### src/rtl/sc_pkg.sv
// Shared definitions for the stochastic-computing datapath: operand width,
// decoder FSM encoding and window-length helper.
package sc_pkg;

    localparam int SC_DATA_W = 8;

    // Fixed encodings so external tooling can decode the state field directly
    localparam logic [1:0] ST_IDLE  = 2'd0;
    localparam logic [1:0] ST_ACCUM = 2'd1;
    localparam logic [1:0] ST_HOLD  = 2'd2;

    typedef enum logic [1:0] {
        IDLE  = ST_IDLE,
        ACCUM = ST_ACCUM,
        HOLD  = ST_HOLD
    } dec_state_t;

    function automatic int sc_window_len(input int len_log2);
        return 1 << len_log2;
    endfunction

endpackage

### src/rtl/sc_ones_counter.sv
// Counts accepted stream samples and the ones among them over one window;
// flags the sample that completes the window.
module sc_ones_counter #(
    parameter int LEN_LOG2 = 8
) (
    input  logic                clk,
    input  logic                rst,
    input  logic                clear,
    input  logic                enable,
    input  logic                bit_in,
    output logic [LEN_LOG2:0]   ones_next,
    output logic                last_sample
);

    logic [LEN_LOG2-1:0] sample_cnt;
    logic [LEN_LOG2:0]   ones_cnt;

    // ones_next includes the sample being accepted this cycle, so the
    // final count is available on the same edge that closes the window
    assign ones_next   = ones_cnt + (LEN_LOG2+1)'(bit_in);
    assign last_sample = enable && (sample_cnt == {LEN_LOG2{1'b1}});

    always_ff @(posedge clk) begin
        if (rst || clear) begin
            sample_cnt <= '0;
            ones_cnt   <= '0;
        end else if (enable) begin
            sample_cnt <= sample_cnt + 1'b1;
            ones_cnt   <= ones_next;
        end
    end

endmodule

### src/rtl/sc_stream_decoder.sv
// Stochastic-to-binary decoder: counts ones over 2^LEN_LOG2 valid samples and
// presents the scaled count on a valid/ready handshake.
import sc_pkg::*;

module sc_stream_decoder #(
    parameter int DATA_W   = SC_DATA_W,
    parameter int LEN_LOG2 = 8
) (
    input  logic              clk,
    input  logic              rst,
    input  logic              start_i,
    input  logic              bit_valid_i,
    input  logic              bit_i,
    output logic              busy_o,
    output logic [DATA_W-1:0] result_o,
    output logic              sat_o,
    output logic              result_valid_o,
    input  logic              result_ready_i
);

    localparam int WIN_LEN = sc_window_len(LEN_LOG2);

    generate
        if (LEN_LOG2 < DATA_W) begin : g_bad_len
            $error("sc_stream_decoder: LEN_LOG2 must be >= DATA_W");
        end
    endgenerate

    dec_state_t          state;
    logic                cnt_clear;
    logic                cnt_enable;
    logic                last_sample;
    logic                handshake;
    logic [LEN_LOG2:0]   ones_next;
    logic                full_ones;

    assign handshake  = (state == HOLD) && result_ready_i;
    assign cnt_clear  = ((state == IDLE) && start_i) || (handshake && start_i);
    assign cnt_enable = (state == ACCUM) && bit_valid_i;
    assign full_ones  = (ones_next == (LEN_LOG2+1)'(WIN_LEN));

    sc_ones_counter #(
        .LEN_LOG2 (LEN_LOG2)
    ) u_counter (
        .clk         (clk),
        .rst         (rst),
        .clear       (cnt_clear),
        .enable      (cnt_enable),
        .bit_in      (bit_i),
        .ones_next   (ones_next),
        .last_sample (last_sample)
    );

    // start together with the handshake re-enters ACCUM without an IDLE bubble
    always_ff @(posedge clk) begin
        if (rst) begin
            state <= IDLE;
        end else begin
            case (state)
                IDLE:    if (start_i)     state <= ACCUM;
                ACCUM:   if (last_sample) state <= HOLD;
                HOLD:    if (handshake)   state <= start_i ? ACCUM : IDLE;
                default: state <= IDLE;
            endcase
        end
    end

    // A full window cannot be represented in DATA_W bits, so it clamps
    always_ff @(posedge clk) begin
        if (rst) begin
            result_o <= '0;
            sat_o    <= 1'b0;
        end else if (last_sample) begin
            if (full_ones) begin
                result_o <= '1;
                sat_o    <= 1'b1;
            end else begin
                result_o <= ones_next[LEN_LOG2-1 -: DATA_W];
                sat_o    <= 1'b0;
            end
        end
    end

    assign busy_o         = (state == ACCUM);
    assign result_valid_o = (state == HOLD);

endmodule

### config.mk
export PLATFORM = sky130hd
export DESIGN_NAME = sc_stream_decoder
export DESIGN_NICKNAME = d
export VERILOG_FILES = /design/src/rtl/sc_pkg.sv /design/src/rtl/sc_ones_counter.sv /design/src/rtl/sc_stream_decoder.sv
export SDC_FILE = /design/constraint.sdc
export NUM_CORES = 1
export LEC_CHECK = 0
export ABC_AREA = 0
export CORE_UTILIZATION = 54
export DETAILED_ROUTE_END_ITERATION = 12
export GPL_TIMING_DRIVEN = 0
export PLACE_DENSITY = 0.75
export SLEW_MARGIN = 0
export SYNTH_ARGS = -nofsm -noshare
export SYNTH_HDL_FRONTEND = slang
export SYNTH_HIERARCHICAL = 1
export SYNTH_SLANG_ARGS = --single-unit
### constraint.sdc
create_clock -name clk -period 2.6 [get_ports clk]
set_clock_uncertainty 0.15 [all_clocks]
set_input_delay 0.78 -clock clk [delete_from_list [all_inputs] [get_ports clk]]
set_output_delay 0.78 -clock clk [all_outputs]
set_load 0.01 [all_outputs]
== Word level (Yosys, flattened, before mapping) ==
Cells that the tools add are included.

* Word-level logic and storage cells: 30
* Input port bits: 6
* Flip-flop bits (word level): 28

* Reduce and logical (&&, ||, !) cells: 9
* Add/sub/neg operators: 2
* Mux-type cells: 7
* Equal/unequal tests: 7

{| class="wikitable"
|+ Operator list
! cell !! count
|-
| adder 9 x 1 -> 9 bit || 1
|-
| equality test 9 bit (second input constant) || 1
|-
| adder 8 x 1 -> 8 bit (second input constant) || 1
|-
| equality test 8 bit (second input constant) || 1
|-
| two-way mux 8 bit || 1
|-
| two-way mux 2 bit || 3
|-
| one-hot mux 2 bit (3 select lines) || 1
|-
| logical AND 1 bit || 5
|-
| != test 2 x 1 -> 1 bit (second input constant) || 2
|-
| AND reduction 3 bit || 1
|-
| equality test 2 x 1 -> 1 bit (second input constant) || 1
|-
| equality test 2 bit (second input constant) || 1
|-
| zero test 2 bit || 1
|-
| logical OR 1 bit || 2
|-
| two-way mux 1 bit || 2
|-
| != test 2 bit (second input constant) || 1
|}

== Logic depth before layout (Yosys ltp) ==
Gate-level depths: netlist (run 1).

* Word-level depth: 5
* Gate-level depth with buffers: 8
* Depth with buffers taken out: 8

== By module ==
Netlist (run 1), hierarchy kept.

{| class="wikitable"
|+ Modules (own cells, without submodules)
! module !! seq. area each (um^2) !! times used !! cells each !! area each (um^2)
|-
| sc_ones_counter || 340.3 || 1 || 101 || 890.9
|-
| sc_stream_decoder || 220.2 || 1 || 47 || 504.2
|}

== Worst setup path after synthesis (run 1) ==
OpenSTA, ideal clock, no wires.

* Path kind: input -> register
* Start: input bit_i
* End: register result_o[0]
* Setup slack: 0.250 ns
* Setup time: 0.074 ns
* Arrival time: 2.125 ns
* Cell stages on the path: 8
* Path through: ha_1 ha_1 nand3_2 nor2_1 xor2_1 nor4_4 nand4_4 o21ai_0

* Cells in the longest elaborated chain, start to end: 3

{| class="wikitable"
|+ RTL lines
! what !! line !! text
|-
| from (decl) || sc_stream_decoder.sv:13 || <nowiki>input logic bit_i,</nowiki>
|-
| adder 9 x 1 -> 9 bit || sc_ones_counter.sv:20 || <nowiki>assign ones_next = ones_cnt + (LEN_LOG2+1)'(bit_in);</nowiki>
|-
| named net ones_next[6] || sc_stream_decoder.sv:34 || <nowiki>logic [LEN_LOG2:0] ones_next;</nowiki>
|-
| equality test 9 bit || sc_stream_decoder.sv:40 || <nowiki>assign full_ones = (ones_next == (LEN_LOG2+1)'(WIN_LEN));</nowiki>
|-
| two-way mux 8 bit || sc_stream_decoder.sv:74 || <nowiki>if (full_ones) begin</nowiki>
|-
| to (signal assigned) || sc_stream_decoder.sv:78 || <nowiki>result_o <= ones_next[LEN_LOG2-1 -: DATA_W];</nowiki>
|-
| to (decl) || sc_stream_decoder.sv:15 || <nowiki>output logic [DATA_W-1:0] result_o,</nowiki>
|}

The timed path passes the listed nets, and every way through them passes these cells.
A chain may end at the register's enable or synchronous reset.

== Worst setup path after layout (run 1) ==
* Start: input bit_i
* End: register result_o[7]

The elaborated chain is that of the path after synthesis.

==> results.md, run 1 <==
* Pin count of the biggest net entering global routing at 17
* Max-cap violations at 0
* Height of the die at 52.8 um
* Multi-input logic area at 866 sq um
* Worst EP arrival at 2.64 ns
* Final ANT Viol Nets at 0
* P_leak at 0.647 nW
* Die W at 52.8 um
* Period utilization at 96.6%
* Total gr overflow at 0
* First-pass GRT wire length at 4.71 mm
* Cts bufs inserted at 3
* Post-synth top flop: dfxtp_1
* Post-cts hold buffer count at 0
* Cells after DPL at 194
* Commonest non-fill, non-tap cell in the layout: dfxtp_1
* H-tree depth at 1
* DRC at 0
* Status: complete, no violations
* Vias in the first global route at 1,085
* Drt wl/cell at 14.8 um
* GP Congestion at 0.759
* Port Buf Inserts at 16
* Synth area leaders: dfxtp_1, mux2i_1, xor2_1
* Synth async-reset ratio at 0%
* Area delta synth->final at 25.7%
* Total vias in the final route at 1,143
* CTS Buffer Depth at 2
* Seq/Total Area, Yosys at 40.2%
* Mean Syn Cell Area at 9.43 sq um
* Power Density at 445 nW/um^2
* Max rail drop VDD at 0.335 mV
* HP Class: reg -> reg
* Worst Hold Margin at 0.349 ns
* Total track usage at 23.4%
* Nets@finish at 181
* Clock tree sinks at 28
* Final Hold Viols at 0
* Initial DRC count at 17
* Required @ worst endpoint at 2.73 ns
* Initial Utilization at 56.8%
* Layout Utilization at 71.4%
* Final min period at 2.51 ns
* DR vias/cell at 5.69
* Non-Filler Instances at 201
* WL final at 2.98 mm
* Synthesized flop and latch total at 28
* Final setup TNS at 0 ns
* Post-Syn Area at 1400 sq um
* Unique masters post-synth at 31
* Initial antenna violation count at 0
* Post-synth net total at 157
* Share of cells above drive strength 1 at 18.7%
* Reg clk slew, reported paths at 0.15 ns
* Synth warnings at 6
* DP HPWL at 2.06 mm
* Crit-path max FO at 5
* Fmax at 398 MHz
* RSZ-0062 raised after global routing: no
* CTS tree: done
* Die area at 2790 sq um
* ANT cells at 0
* Most frequent cells in the layout: dfxtp_1, clkdlybuf4s50_1, nor2_1, o21ai_0, mux2i_1
* Sequential cell area at 561 sq um
* DR pass1 iterations at 4
* Core box area at 2450 sq um
* Startpoint types: input pin
* Fill cell count at 176
* Final setup fails at 0
* Slew HR at 71.9%
* CP endpoint kind: flip-flop
* Max-slew violation count at 0
* Synth top area share at 40.2%
* Post-synth EDFFs at 0
* Row Count at 18
* Clock Latency Late Sink at 0.34 ns
* Class of the most critical setup path: in -> reg
* Worst Tran Pin Value at 0.422 ns
* Largest area contributor in the netlist: dfxtp_1
* Mapped Cells at 148
* Root Buffer: clkbuf_4
* IO Count at 17
==> path summary, 6_finish.rpt <==
path	startpoint	endpoint	slack [ns]	cells after the start
setup / recovery	bit_i	result_o[7]	0.09	8
hold / removal	sat_o	sat_o	0.35	2
setup reg to reg	state[0]	result_o[7]	0.42	7
hold reg to reg	sat_o	sat_o	0.35	2
==> timing repair <==
action / 4_1_cts / 5_1_grt
gates resized for setup: 4 / 15
hold endpoints to repair: 0 / 0
endpoints found under the setup margin: 9 / 9
pin swaps: 0 / 5
cloned: 0 / 1
buffers inserted: 0 / 2
==> state kept, by name (all words and copies together) (netlist names) <==
signal	flops
u_counter/ones_cnt	9
result_o	8
sat_o	1
u_counter/sample_cnt	8
state	2
==> synth_stat cells (2+ instances only) <==
| cell type | count |
|---|---|
| or2_2 | 2 |
| ha_1 | 3 |
| mux2i_1 | 11 |
| nand4_1 | 6 |
| buf_4 | 3 |
| buf_2 | 2 |
| xor2_1 | 10 |
| nor2_1 | 16 |
| o21ai_0 | 15 |
| nand3_1 | 5 |
| inv_1 | 2 |
| xnor2_1 | 4 |
| nand2_1 | 5 |
| dfxtp_1 | 28 |
| nand2b_1 | 3 |
| nand4_4 | 2 |
| nor2b_1 | 2 |
| clkbuf_1 | 2 |
| or3_1 | 7 |
| a21oi_1 | 9 |
==> cell type report <==
type	count	area share, %
well taps	30	2.14
clock buffers	3	1.28
inverters	2	0.428
flip-flops and latches	28	32.0
multi-input cells	111	49.4
plain buffers	8	3.07
repair buffers	18	9.99
clock inverters	1	1.71
==> power breakdown <==
part           switching [mW]  internal [mW]  total [mW]
logic                  0.0276         0.0255      0.0531
registers             0.00321          0.432       0.436
clock network           0.136          0.156       0.292
==> cells by family (layout without fill, tap and decap cells) <==
logic type	Yosys count	in the layout	synth area share (%)
AO/OA/AOI/OAI	27	27	10.3
XOR/XNOR	14	14	8.79
adder cells (fa/ha/maj)	3	3	2.69
buffers and inverters	10	32	4.22
flip-flops	28	28	40.2
multiplexers	11	11	7.89
AND/OR/NAND/NOR	55	56	25.9
==> metrics by stage <==
stage,worst slack (ns),area (sq um),power [mW]
finish,0.0895,1750,0.780
global route,0.00598,1750,0.809
CTS,0.00713,1670,0.783
detailed placement,-0.513,1590,0.494
global placement,-0.400,1590,0.493
floorplan,0.250,1400,0.475
==> critical path, cell delays in order <==
cell and delay, ns:
clkdlybuf4s50_1 0.50, ha_4 0.18, ha_4 0.18, nand3_4 0.11
xnor2_2 0.18, nor4b_4 0.36, nand4_2 0.22, o21ai_1 0.13
==> routing by layer <==
layer / part of all wire (%) / track usage (%) / up-vias
met5: 0 / 0 / -
met4: 2.3 / 10.5 / 0
met3: 2.1 / 2.61 / 9
met2: 52 / 41.6 / 19
met1: 44 / 27.6 / 548
li1: - / - / 567
No activity file was read; power rests on OpenSTA's default activity.
==> run 2, diff against run 1 <==
--- a/config.mk
+++ b/config.mk
@@ -6,10 +6,11 @@
 export NUM_CORES = 1
 export LEC_CHECK = 0
 export ABC_AREA = 0
-export CORE_UTILIZATION = 54
+export CORE_UTILIZATION = 29
+export CTS_CLUSTER_SIZE = 28
 export DETAILED_ROUTE_END_ITERATION = 12
 export GPL_TIMING_DRIVEN = 0
-export PLACE_DENSITY = 0.75
+export PLACE_DENSITY = 0.44
 export SLEW_MARGIN = 0
 export SYNTH_ARGS = -nofsm -noshare
 export SYNTH_HDL_FRONTEND = slang
==> run 2 against run 1 <==
- setup slack better by 0.11 ns
- core utilization is 31 points lower
- count of clock-buffer cells in the layout stayed put
- design area is 2.5% higher
- maximum frequency is 4.8% higher
- final cell count is 10% higher
- non-clock buffer count stayed put
- power is 6.7% lower
- largest cell class unchanged
- first-iteration DRC count grew to 3.8 times the previous value
- critical path type unchanged
- wire length is 0.47% lower
- flip-flop and latch count stayed put
- critical path depth is 1 lower
- the run now ends with DRC left
==> results.md, run 2 (synthesis results as in run 1) <==
* Status: complete, but fails checks (was complete, no violations)
* Failing checks: DRC
* Switching share of power at 23.0% (was 21.3%)
* Switching power at 167 uW (was 166 uW)
* FF-to-FF path depth at 8 (was 7)
* Period utilization at 92.1% (was 96.6%)
* Die area at 5090 sq um (was 2790 sq um)
* Worst EP arrival at 2.46 ns (was 2.64 ns)
* Dpl cell area at 1620 sq um (was 1590 sq um)
* Top reg by flops: u_counter/ones_cnt (unchanged)
* CTS tree: done (unchanged)
* Reg clk slew, reported paths at 0.09 ns (was 0.15 ns)
* Worst r2r src: u_counter/ones_cnt[0] (was state[0])
* Final Hold Viols at 0 (unchanged)
* Vias in the first global route at 973 (was 1,085)
* Worst Hold Margin at 0.330 ns (was 0.349 ns)
* HP Class: reg -> reg (unchanged)
* Post-route cell area at 1800 sq um (was 1750 sq um)
* Top Usage Layer GRT: met2 (unchanged)
* Internal Power at 561 uW (was 614 uW)
* Clock tree sinks at 28 (unchanged)
* Crit-path max FO at 5 (unchanged)
* WL final at 2.96 mm (was 2.98 mm)
* First-pass GRT wire length at 4.76 mm (was 4.71 mm)
* Met2 usage at 17.6% (was 41.6%)
* Post-cts hold buffer count at 0 (unchanged)
* Row Count at 24 (was 18)
* Cts bufs inserted at 3 (unchanged)
* Height of the die at 71.4 um (was 52.8 um)
* P_leak at 0.650 nW (was 0.647 nW)
* Global-route met1 utilization at 16.9% (was 27.6%)
* Total track usage at 11.8% (was 23.4%)
* Largest regs: u_counter/ones_cnt: 9 flops, result_o: 8 flops, u_counter/sample_cnt: 8 flops (unchanged)
* Core box area at 4470 sq um (was 2450 sq um)
* Class of the most critical setup path: in -> reg (unchanged)
* Sequential cell area at 561 sq um (unchanged)
* Final setup fails at 0 (unchanged)
* Reg-to-reg setup timing slack at 0.47 ns (was 0.42 ns)
* Seq pwr share at 59.7% (was 55.8%)
* Initial antenna violation count at 0 (unchanged)
* Multi-input logic area at 891 sq um (was 866 sq um)
* Port Buf Inserts at 16 (unchanged)
* Initial DRC count at 65 (was 17)
* RSZ-0062 raised after global routing: no (unchanged)
* Root Buffer: clkbuf_8 (was clkbuf_4)
* Max-slew violation count at 0 (unchanged)
* CP endpoint kind: flip-flop (unchanged)
* Startpoint types: input pin (unchanged)
* Layout Utilization at 40.2% (was 71.4%)
* Max reg flops at 9 (unchanged)
* Fill cell count at 443 (was 176)
* Crit Reg-Reg Endpoint: result_o[2] (was result_o[7])
* Slew HR at 71.5% (was 71.9%)
* H-tree depth at 1 (unchanged)
* Share of cells above drive strength 1 at 18.2% (was 18.7%)
* Worst Tran Pin Value at 0.428 ns (was 0.422 ns)
* Drt wl/cell at 13.4 um (was 14.8 um)
* Most frequent cells in the layout: dfxtp_1, nor2_1, clkdlybuf4s50_1 (was dfxtp_1, clkdlybuf4s50_1, nor2_1, o21ai_0, mux2i_1)
* Final min period at 2.40 ns (was 2.51 ns)
* CTS Buffer Depth at 2 (unchanged)
* GP Congestion at 0.696 (was 0.759)
* Fmax at 417 MHz (was 398 MHz)
* CP endpoint: result_o[2] (was result_o[7])
* Met3 Track Usage GR at 2.11% (was 2.61%)
* Logic gate share of total power at 7.4% (was 6.8%)
* Commonest non-fill, non-tap cell in the layout: dfxtp_1 (unchanged)
* Initial Utilization at 31.2% (was 56.8%)
* DRC at 2 (was 0)
* Clock Latency Late Sink at 0.27 ns (was 0.34 ns)
* IO Count at 17 (unchanged)
* Die W at 71.4 um (was 52.8 um)
* DR pass1 iterations at 8 (was 4)
* DP HPWL at 2.12 mm (was 2.06 mm)
* Max-cap violations at 0 (unchanged)
* Clock share of power at 32.9% (was 37.4%)
* Total gr overflow at 0 (unchanged)
* Total vias in the final route at 1,087 (was 1,143)
* Pin count of the biggest net entering global routing at 15 (was 17)
* Final ANT Viol Nets at 0 (unchanged)
* Power Density at 405 nW/um^2 (was 445 nW/um^2)
* Area delta synth->final at 28.8% (was 25.7%)
* Required @ worst endpoint at 2.66 ns (was 2.73 ns)
* ANT cells at 0 (unchanged)
* Max rail drop VDD at 0.170 mV (was 0.335 mV)
* Worst Setup SP: bit_valid_i (was bit_i)
* DR vias/cell at 4.90 (was 5.69)
* Nets@finish at 181 (unchanged)
run 2: changes by cell type in the layout (fill, tap and decap cells not counted), sizes merged:
cell	previous run	this run
dlymetal6s2s	0	1
bufinv	1	0
clkdlybuf4s50	16	15
run 2: worst max-delay path: stages:
cell	delay [ns]
clkdlybuf4s50_1	0.45
and2_2	0.22
nand3_2	0.13
nor3_4	0.19
nor4b_4	0.34
nand4_2	0.23
o21ai_1	0.13
run 2: metal layers:
layer / vias to the layer above / routed length (um)
li1: 565 / -
met4: 0 / 35
met3: 4 / 77
met5: - / 0
met1: 505 / 1550
met2: 13 / 1300
run 2: worst min-delay path by stage:
stage	start	to	slack [ns]	cells after the start
final	sat_o	sat_o	0.33	2
after global routing	sat_o	sat_o	0.35	2
after floorplan	u_counter/sample_cnt[7]	u_counter/sample_cnt[7]	0.31	2
after CTS	sat_o	sat_o	0.34	2
after detailed placement	sat_o	sat_o	0.32	2
after global placement	sat_o	sat_o	0.31	2
run 2: layout make-up:
class                           instances  area share (%)
Multi-Input combinational cell        111            49.6
Sequential cell                        28            31.2
Timing Repair Buffer                   18            9.89
Tap cell                               52            3.62
Buffer                                  8            2.99
Clock buffer                            3            2.30
Inverter                                2           0.418
run 2: repair_timing:
item,CTS,global route
resized for setup,7,14
gates cloned,0,1
buffers inserted,0,2
pin swaps,2,7
setup endpoints to repair,10,9
hold endpoints to repair,0,0
run 2: per-stage QoR:
step	std cells	setup TNS [ns]	power [mW]	worst slack, ns
floorplan	148	0	0.475	0.250
global placement	216	-4.58	0.494	-0.461
detailed placement	216	-5.01	0.495	-0.516
CTS	219	0	0.739	0.00293
global route	222	0	0.763	0.0555
finish	222	0	0.728	0.204
run 2: power groups by stage:
stage	combinational (mW)	sequential, mW	clock [mW]
floorplan	0.0319	0.444	0
global placement	0.0501	0.444	0
detailed placement	0.0508	0.444	0
CTS	0.0521	0.434	0.253
global route	0.0597	0.435	0.268
finish	0.0539	0.434	0.240
